### src/rtl/hamming_uart_tx.sv
// hamming_uart_tx
// Encodes an 11-bit payload as Hamming(15,11) and serialises it at one bit
// per clock. Frame: start(0), code[14]..code[0], stop(1), then IDLE_GAP idle
// cycles. The line idles high. An optional single-bit injector flips one
// codeword position.
//
// Ports:
//   clk_tx        in   clock, rising edge
//   rst_tx        in   asynchronous active-high reset
//   data_in_tx    in   payload d[10:0]
//   err_pos_tx    in   0 = clean, 1..15 = flip code[err_pos_tx-1]
//   valid_in_tx   in   payload/err_pos valid
//   ready_tx      out  high only in IDLE (combinational from state)
//   msg_out_tx    out  serial line (flop driven)
//   busy_tx       out  high while a frame or its gap is in progress
//   frame_done_tx out  one-cycle pulse while the stop bit is on the line
module hamming_uart_tx #(
    parameter int unsigned IDLE_GAP   = 1,
    parameter bit          PARITY_ODD = 1'b0
) (
    input  logic        clk_tx,
    input  logic        rst_tx,
    input  logic [10:0] data_in_tx,
    input  logic [3:0]  err_pos_tx,
    input  logic        valid_in_tx,
    output logic        ready_tx,
    output logic        msg_out_tx,
    output logic        busy_tx,
    output logic        frame_done_tx
);

    localparam int unsigned CODE_W = 15;
    localparam int unsigned CNT_W  = 4;
    localparam logic [CNT_W-1:0] LAST_DATA = CNT_W'(CODE_W - 1);
    localparam logic [CNT_W-1:0] LAST_GAP  = CNT_W'(IDLE_GAP - 1);

    typedef enum logic [2:0] {
        S_IDLE,
        S_START,
        S_DATA,
        S_STOP,
        S_GAP
    } state_t;

    state_t              state_q;
    logic [CODE_W-1:0]   shreg_q;
    logic [CNT_W-1:0]    cnt_q;
    logic                line_q;
    logic                done_q;

    logic [CODE_W-1:0]   raw_c;
    logic [CODE_W-1:0]   flip_c;
    logic [CODE_W-1:0]   code_c;
    logic                accept_c;

    // Hamming(15,11) encoder; position n lives at raw_c[n-1]
    always_comb begin
        raw_c      = '0;
        raw_c[2]   = data_in_tx[0];
        raw_c[4]   = data_in_tx[1];
        raw_c[5]   = data_in_tx[2];
        raw_c[6]   = data_in_tx[3];
        raw_c[8]   = data_in_tx[4];
        raw_c[9]   = data_in_tx[5];
        raw_c[10]  = data_in_tx[6];
        raw_c[11]  = data_in_tx[7];
        raw_c[12]  = data_in_tx[8];
        raw_c[13]  = data_in_tx[9];
        raw_c[14]  = data_in_tx[10];
        raw_c[0]   = PARITY_ODD ^ raw_c[2] ^ raw_c[4] ^ raw_c[6] ^ raw_c[8]
                                ^ raw_c[10] ^ raw_c[12] ^ raw_c[14];
        raw_c[1]   = PARITY_ODD ^ raw_c[2] ^ raw_c[5] ^ raw_c[6] ^ raw_c[9]
                                ^ raw_c[10] ^ raw_c[13] ^ raw_c[14];
        raw_c[3]   = PARITY_ODD ^ raw_c[4] ^ raw_c[5] ^ raw_c[6] ^ raw_c[11]
                                ^ raw_c[12] ^ raw_c[13] ^ raw_c[14];
        raw_c[7]   = PARITY_ODD ^ raw_c[8] ^ raw_c[9] ^ raw_c[10] ^ raw_c[11]
                                ^ raw_c[12] ^ raw_c[13] ^ raw_c[14];
    end

    // Error injector: position 0 means no flip
    always_comb begin
        flip_c = '0;
        if (err_pos_tx != 4'd0) begin
            flip_c = CODE_W'(1) << (err_pos_tx - 4'd1);
        end
        code_c = raw_c ^ flip_c;
    end

    assign accept_c = valid_in_tx & ready_tx;

    // Frame sequencer; line_q always holds the bit of the state being entered
    always_ff @(posedge clk_tx or posedge rst_tx) begin
        if (rst_tx) begin
            state_q <= S_IDLE;
            shreg_q <= '0;
            cnt_q   <= '0;
            line_q  <= 1'b1;
            done_q  <= 1'b0;
        end else begin
            done_q <= 1'b0;
            case (state_q)
                S_IDLE: begin
                    line_q <= 1'b1;
                    if (accept_c) begin
                        shreg_q <= code_c;
                        line_q  <= 1'b0;
                        state_q <= S_START;
                    end
                end
                S_START: begin
                    line_q  <= shreg_q[CODE_W-1];
                    shreg_q <= {shreg_q[CODE_W-2:0], 1'b0};
                    cnt_q   <= '0;
                    state_q <= S_DATA;
                end
                S_DATA: begin
                    if (cnt_q == LAST_DATA) begin
                        line_q  <= 1'b1;
                        done_q  <= 1'b1;
                        cnt_q   <= '0;
                        state_q <= S_STOP;
                    end else begin
                        line_q  <= shreg_q[CODE_W-1];
                        shreg_q <= {shreg_q[CODE_W-2:0], 1'b0};
                        cnt_q   <= cnt_q + CNT_W'(1);
                    end
                end
                S_STOP: begin
                    line_q  <= 1'b1;
                    cnt_q   <= '0;
                    state_q <= S_GAP;
                end
                S_GAP: begin
                    line_q <= 1'b1;
                    if (cnt_q == LAST_GAP) begin
                        cnt_q   <= '0;
                        state_q <= S_IDLE;
                    end else begin
                        cnt_q <= cnt_q + CNT_W'(1);
                    end
                end
                default: begin
                    line_q  <= 1'b1;
                    state_q <= S_IDLE;
                end
            endcase
        end
    end

    assign ready_tx      = (state_q == S_IDLE);
    assign busy_tx       = (state_q != S_IDLE);
    assign msg_out_tx    = line_q;
    assign frame_done_tx = done_q;

endmodule

### config.mk
export PLATFORM = sky130hd
export DESIGN_NAME = hamming_uart_tx
export DESIGN_NICKNAME = d
export VERILOG_FILES = /design/src/rtl/hamming_uart_tx.sv
export SDC_FILE = /design/constraint.sdc
export NUM_CORES = 1
export LEC_CHECK = 0
export CAP_MARGIN = 20
export CORE_MARGIN = 2
export CORE_UTILIZATION = 40
export CTS_BUF_LIST = sky130_fd_sc_hd__clkbuf_8
export DETAILED_ROUTE_END_ITERATION = 16
export PLACE_DENSITY_LB_ADDON = 0.3
export SKIP_LAST_GASP = 1
export SLEW_MARGIN = 20
export SYNTH_ARGS = -nofsm -noshare
export SYNTH_HDL_FRONTEND = slang
export SYNTH_SLANG_ARGS = --single-unit
### constraint.sdc
create_clock -name clk_tx -period 2.3 [get_ports clk_tx]
set_clock_uncertainty 0.1 [all_clocks]
set_input_delay 0.46 -clock clk_tx [delete_from_list [all_inputs] [get_ports clk_tx]]
set_output_delay 0.46 -clock clk_tx [all_outputs]
set_load 0.03 [all_outputs]
==> results.toml, run 1 <==
[layout]
n_fill_cell = 401
final_area_um2 = 2171
diodes = 0
nets = 224
drive_gt1_share_pct = 15.42
final_cells = 253
multi_input_area_um2 = 1100
regArea_um2 = 601.8
area_delta_synth_final_pct = 22.53

[timing]
setup_tns_ns = 0
finalHoldViolCount = 0
period_share_pct = 94.93
worst_pin_slew_ns = 0.5525
setup_viol = 0
rsz0062_at_grt = "no"
max_freq_ghz = 0.4580
whs_ns = 0.3505
relSlewSlack_pct = 63.09
slew_viol_final = 0
min_period_ns = 2.183

[global_route]
grt_usage_pct = 15.99
grt_pass1_wl_mm = 6.354
grt_pass1_vias = 1363
antenna_found_initial = 0
grt_max_degree = 16
overflow = 0

[worst_setup_path]
cp-start-kind = "register"
reg2regPathDepth = 6
path_depth = 3
cp_slowest_cell = "clkdlybuf4s50_1"
cp_slowest_stage_delay_ns = 0.59
crit_required_ns = 1.74
crit_fanout = 4
cpLargestDelayFamily = "buffers and inverters"
cp.buffers_inverters = 2
critical_path.cell_chain = "nor3_2, inv_1, clkdlybuf4s50_1"
critPathCaptureType = "primary output"
worstSetupPathType = "register to primary output"
arrival_ns = 1.62

[route]
vias = 1346
vias_per_cell = 5.320
routedWlPerCell_um = 14.76
post-route-drc-count = 0
wl_mm = 3.735
ant_nets = 0
firstDrtPassIters = 4
drt_iter0_markers = 52

[floorplan]
die_area_um2 = 4977
die_w_um = 70.55
die_h_um = 70.55
io_pins = 22
rows = 24
initial_core_util_pct = 40.97
core_um2 = 4324

[clocking]
cts.reportedPaths.clkPinSlew_ns = 0.09
clk_latency_ns = 0.27
cts_tree = "built"
clock_path_buffers = 2
clock-sinks = 24
cts_hold_buf = 0
h-tree-depth = 1
cts_root_buf = "clkbuf_8"
numCtsBuffers = 3

[place]
numPortBuffers = 21
place_inst = 249
placed_area_um2 = 2092
hpwl_mm = 2.954
gp_congestion = 0.8172

[logic_synthesis]
syn_area_um2 = 1772
synthArstFlopShare_pct = 100.0
syn_inst = 174
synth-seq-area-share_pct = 33.97
synth-edff-count = 0
ys_warn_count = 0
synth_nets = 196
synth-seq-cells = 24
synthDistinctLibCells = 45
ys.flop_type = "dfrtp_1"
syn_area_per_cell_um2 = 10.18

[run]
drv_cap = 0

[power_and_ir_drop]
leakagePower_nw = 0.9250
max-vdd-ir-drop_v = 0.0004895
p_per_area_nw_per_um2 = 1231
total_power_mw = 2.673

[run_status]
outcome = "finished clean"

[hold_path]
hold_class = "primary input to async pin"
-- sequential cells by signal (all words and copies together), names as in the netlist --
signal,cells
frame_done_tx,1
shreg_q,15
msg_out_tx,1
state_q,3
cnt_q,4
-- per-stage QoR --
step	util [%]	setup slack, ns
floorplan	-	0.3133
global placement	48.38	0.02223
detailed placement	48.38	-0.09914
CTS	50.03	0.03736
global route	50.20	0.04348
finish	50.20	0.1166
-- cells in the final DEF (no fill, tap or decap), types with 3 or more instances in the layout --
cell type	count
nand4b_1	4
mux2_1	10
and4bb_2	3
and4bb_1	3
xnor3_1	4
xor2_1	9
a21oi_1	15
clkdlybuf4s50_1	20
clkbuf_8	3
nor3_1	4
inv_1	8
nor4b_1	3
nand2_1	4
a211oi_2	3
ha_1	4
o21ai_0	3
buf_4	12
dfrtp_1	23
xnor2_1	16
nor2_1	17
-- cell type report --
cell class	instances	share of cell area, %
flip-flops and latches	24	27.72
inverters	8	1.383
multi-input cells	132	50.66
repair buffers	33	13.95
clock buffers	3	1.902
well taps	52	2.997
clock inverters	1	1.383
-- path summary, 6_finish.rpt --
check	startpoint	to	slack [ns]
max	state_q[1]	busy_tx	0.12
min	rst_tx	cnt_q[3]	0.35
max reg2reg	cnt_q[0]	shreg_q[5]	0.21
min reg2reg	shreg_q[11]	shreg_q[11]	0.39
max in group asynchronous	rst_tx	shreg_q[5]	1.20
min in group clk_tx	shreg_q[11]	shreg_q[11]	0.39
-- layer usage --
metal / vias to the layer above / part of all wire, % / global-route usage [%]
li1: 671 / - / -
met1: 638 / 46 / 20.37
met5: - / 0 / 0
met2: 30 / 49 / 28.30
met3: 7 / 2.8 / 1.425
met4: 0 / 2.1 / 6.080
-- cell families (layout without fill, tap and decap cells) --
kind of cell	after synthesis	in the layout	share of synthesized area [%]
AOI/OAI and AO/OA	34	34	12.92
xor gates and xnor gates	31	31	19.28
adders and majority gates	4	4	2.825
buffers and inverters	18	45	4.519
DFF	24	24	33.97
muxes	12	12	7.557
and+or+nand+nor	51	51	18.93
-- synthesized netlist by cell type (all sizes together) (2+ instances only) --
| master | instances | area share [%] |
|---|---|---|
| a211oi | 4 | 2.3 |
| a21o | 2 | 0.85 |
| a21oi | 15 | 4.2 |
| and2 | 3 | 1.2 |
| and3 | 2 | 0.71 |
| and4bb | 6 | 4.2 |
| buf | 9 | 2.6 |
| dfrtp | 23 | 32 |
| ha | 4 | 2.8 |
| inv | 8 | 1.7 |
| mux2 | 11 | 7.0 |
| nand2 | 4 | 0.85 |
| nand2b | 2 | 0.71 |
| nand4b | 4 | 2.0 |
| nor2 | 17 | 3.6 |
| nor3 | 5 | 1.4 |
| nor4b | 4 | 2.8 |
| o21ai | 5 | 1.4 |
| o22ai | 2 | 1.1 |
| xnor2 | 18 | 9.7 |
| xnor3 | 4 | 5.1 |
| xor2 | 9 | 4.4 |
-- report_power, final --
group	internal, mW	switching (mW)	total (mW)
Sequential	0.650	0.131	0.781
Clock	0.233	0.139	0.372
Combinational	0.690	0.829	1.52
Total	1.57	1.10	2.67
-- timing repair --
item | CTS | global route
resized for setup | 0 | 2
buffers inserted | 0 | 0
hold endpoints to repair | 0 | 0
setup endpoints to repair | 0 | 2
Power figures use the tool's default switching activity.
==> inputs of run 2 (changes only) <==
PLACE_DENSITY = 0.64   (was not set)
PLACE_DENSITY_LB_ADDON = not set   (was 0.3)
==> run 2 against run 1 <==
Register-to-register slack better by 0.06 ns. Largest power group unchanged. Critical path depth is 3 higher. First-iteration DRC count is 29% higher. Highest routed layer unchanged. Critical endpoint is now shreg_q[11]. Clock power hardly changed. Sequential power is 2% higher.
==> results.toml, run 2 (synthesized netlist as in run 1, its figures left out) <==
[layout]
final_cells = 253
final_common_cell = "dfrtp_1"
regMostFlops = "shreg_q"
drive_gt1_share_pct = 14.93
largest_register_ffs = 15
diodes = 0
most-common-layout-cells = "23 x dfrtp_1, 19 x clkdlybuf4s50_1, 17 x nor2_1"
final_core_util_pct = 50.14
final_area_um2 = 2168
nets = 224
area_delta_synth_final_pct = 22.39
reg_top3 = "shreg_q: 15 flops, cnt_q: 4 flops, state_q: 3 flops"

[route]
routedWlPerCell_um = 14.03
post-route-drc-count = 0
ant_nets = 0
drt_iter0_markers = 67
vias_per_cell = 5.289
wl_mm = 3.550
vias = 1338
firstDrtPassIters = 4

[floorplan]
initial_core_util_pct = 40.97
io_pins = 22
rows = 24
die_area_um2 = 4977
core_um2 = 4324
die_h_um = 70.55
die_w_um = 70.55

[worst_setup_path]
crit_required_ns = 2.35
crit_fanout = 10
cp-start-kind = "primary input"
rrSetupSlack_ns = 0.27
reg2reg_to = "shreg_q[5]"
crit_path_end = "shreg_q[11]"
rr_startpoint = "cnt_q[0]"
reg2regPathDepth = 6
crit_start = "err_pos_tx[1]"
arrival_ns = 2.09
critPathCaptureType = "register"
critical_path.cell_chain = "clkdlybuf4s50_1, buf_4, and4bb_1, xnor2_1, a21oi_1, mux2_1"
cp_slowest_cell = "clkdlybuf4s50_1"
cp_slowest_stage_delay_ns = 0.60
worstSetupPathType = "primary input to register"

[global_route]
grt_pass1_wl_mm = 6.175
overflow = 0
grt_usage_pct = 15.45
grt_max_degree = 25
grt_pass1_vias = 1378
antenna_found_initial = 0

[place]
gp_congestion = 0.8621
placed_area_um2 = 2092
numPortBuffers = 21
hpwl_mm = 2.696
place_inst = 249

[run]
drv_cap = 0

[power_and_ir_drop]
p_per_area_nw_per_um2 = 1214
max-vdd-ir-drop_v = 0.0005973
total_power_mw = 2.632
leakagePower_nw = 0.9311

[clocking]
h-tree-depth = 1
cts_tree = "built"
clock-sinks = 24
cts_root_buf = "clkbuf_8"
cts.reportedPaths.clkPinSlew_ns = 0.08
clk_latency_ns = 0.27
clock_path_buffers = 2
numCtsBuffers = 3
cts_setup_buffers = 0

[timing]
setup_viol = 0
worst_pin_slew_ns = 0.5264
min_period_ns = 2.043
finalHoldViolCount = 0
slew_viol_final = 0
whs_ns = 0.3918
relSlewSlack_pct = 64.84
rsz0062_at_grt = "no"
max_freq_ghz = 0.4895
period_share_pct = 88.82

[run_status]
outcome = "finished clean"

[hold_path]
hold_class = "register to register"
run 2: cell types whose count changed in the layout (fill, tap and decap cells not counted), sizes merged:
| cell | before | now |
|---|---|---|
| clkdlybuf4s50 | 20 | 19 |
| dlymetal6s2s | 1 | 2 |
run 2: timing repair:
action | in CTS | in global routing
hold endpoints to repair | 0 | 0
hold buffers | 0 | 0
setup endpoints to repair | 0 | 2
resized for setup | 0 | 2
run 2: final cells by class:
| cell class | instances | area (µm²) |
|---|---|---|
| Timing Repair Buffer | 33 | 305.3 |
| Sequential cell | 24 | 601.8 |
| Clock inverter | 1 | 30.03 |
| Clock buffer | 3 | 41.29 |
| Tap cell | 52 | 65.06 |
| Multi-Input combinational cell | 132 | 1095 |
| Inverter | 8 | 30.03 |
| Fill cell | 402 | 2156 |
run 2: worst max-delay path, delay by kind of cell:
family | cells | cell delay, ns
xor gates and xnor gates | 1 | 0.18
muxes | 1 | 0.30
buffers and inverters | 2 | 0.81
AOI/OAI and AO/OA | 1 | 0.09
and+or+nand+nor | 1 | 0.24
run 2: metal layers:
metal  up-vias  share of wire, %  wire (µm)  global-route usage [%]
met2        26                47       1683                   25.16
met1       643                47       1681                   20.69
li1        665                 -          -                       -
met4         0               1.8         63                   6.709
met5         -                 0          0                       0
met3         4               3.4        122                   2.137
run 2: through the flow:
step           setup slack, ns  setup TNS, ns
2_1_floorplan           0.3133              0
3_3_place_gp           0.02930              0
3_5_place_dp          -0.01240       -0.01772
4_1_cts               0.002020              0
5_1_grt                0.05627              0
6_report                0.2572              0
run 2: report_power, final:
part	internal (mW)	switching, mW
sequential	0.650	0.145
combinational	0.679	0.787
clock	0.233	0.139
total	1.56	1.07
run 2: worst min path at each step:
stage                     start           to  slack [ns]  cells past startpoint
finish              shreg_q[11]  shreg_q[11]        0.39                      1
global route        shreg_q[12]  shreg_q[12]        0.42                      1
CTS                 shreg_q[13]  shreg_q[13]        0.40                      1
detailed placement  shreg_q[13]  shreg_q[13]        0.38                      1
global placement    shreg_q[11]  shreg_q[11]        0.37                      1
floorplan           shreg_q[14]  shreg_q[14]        0.35                      1
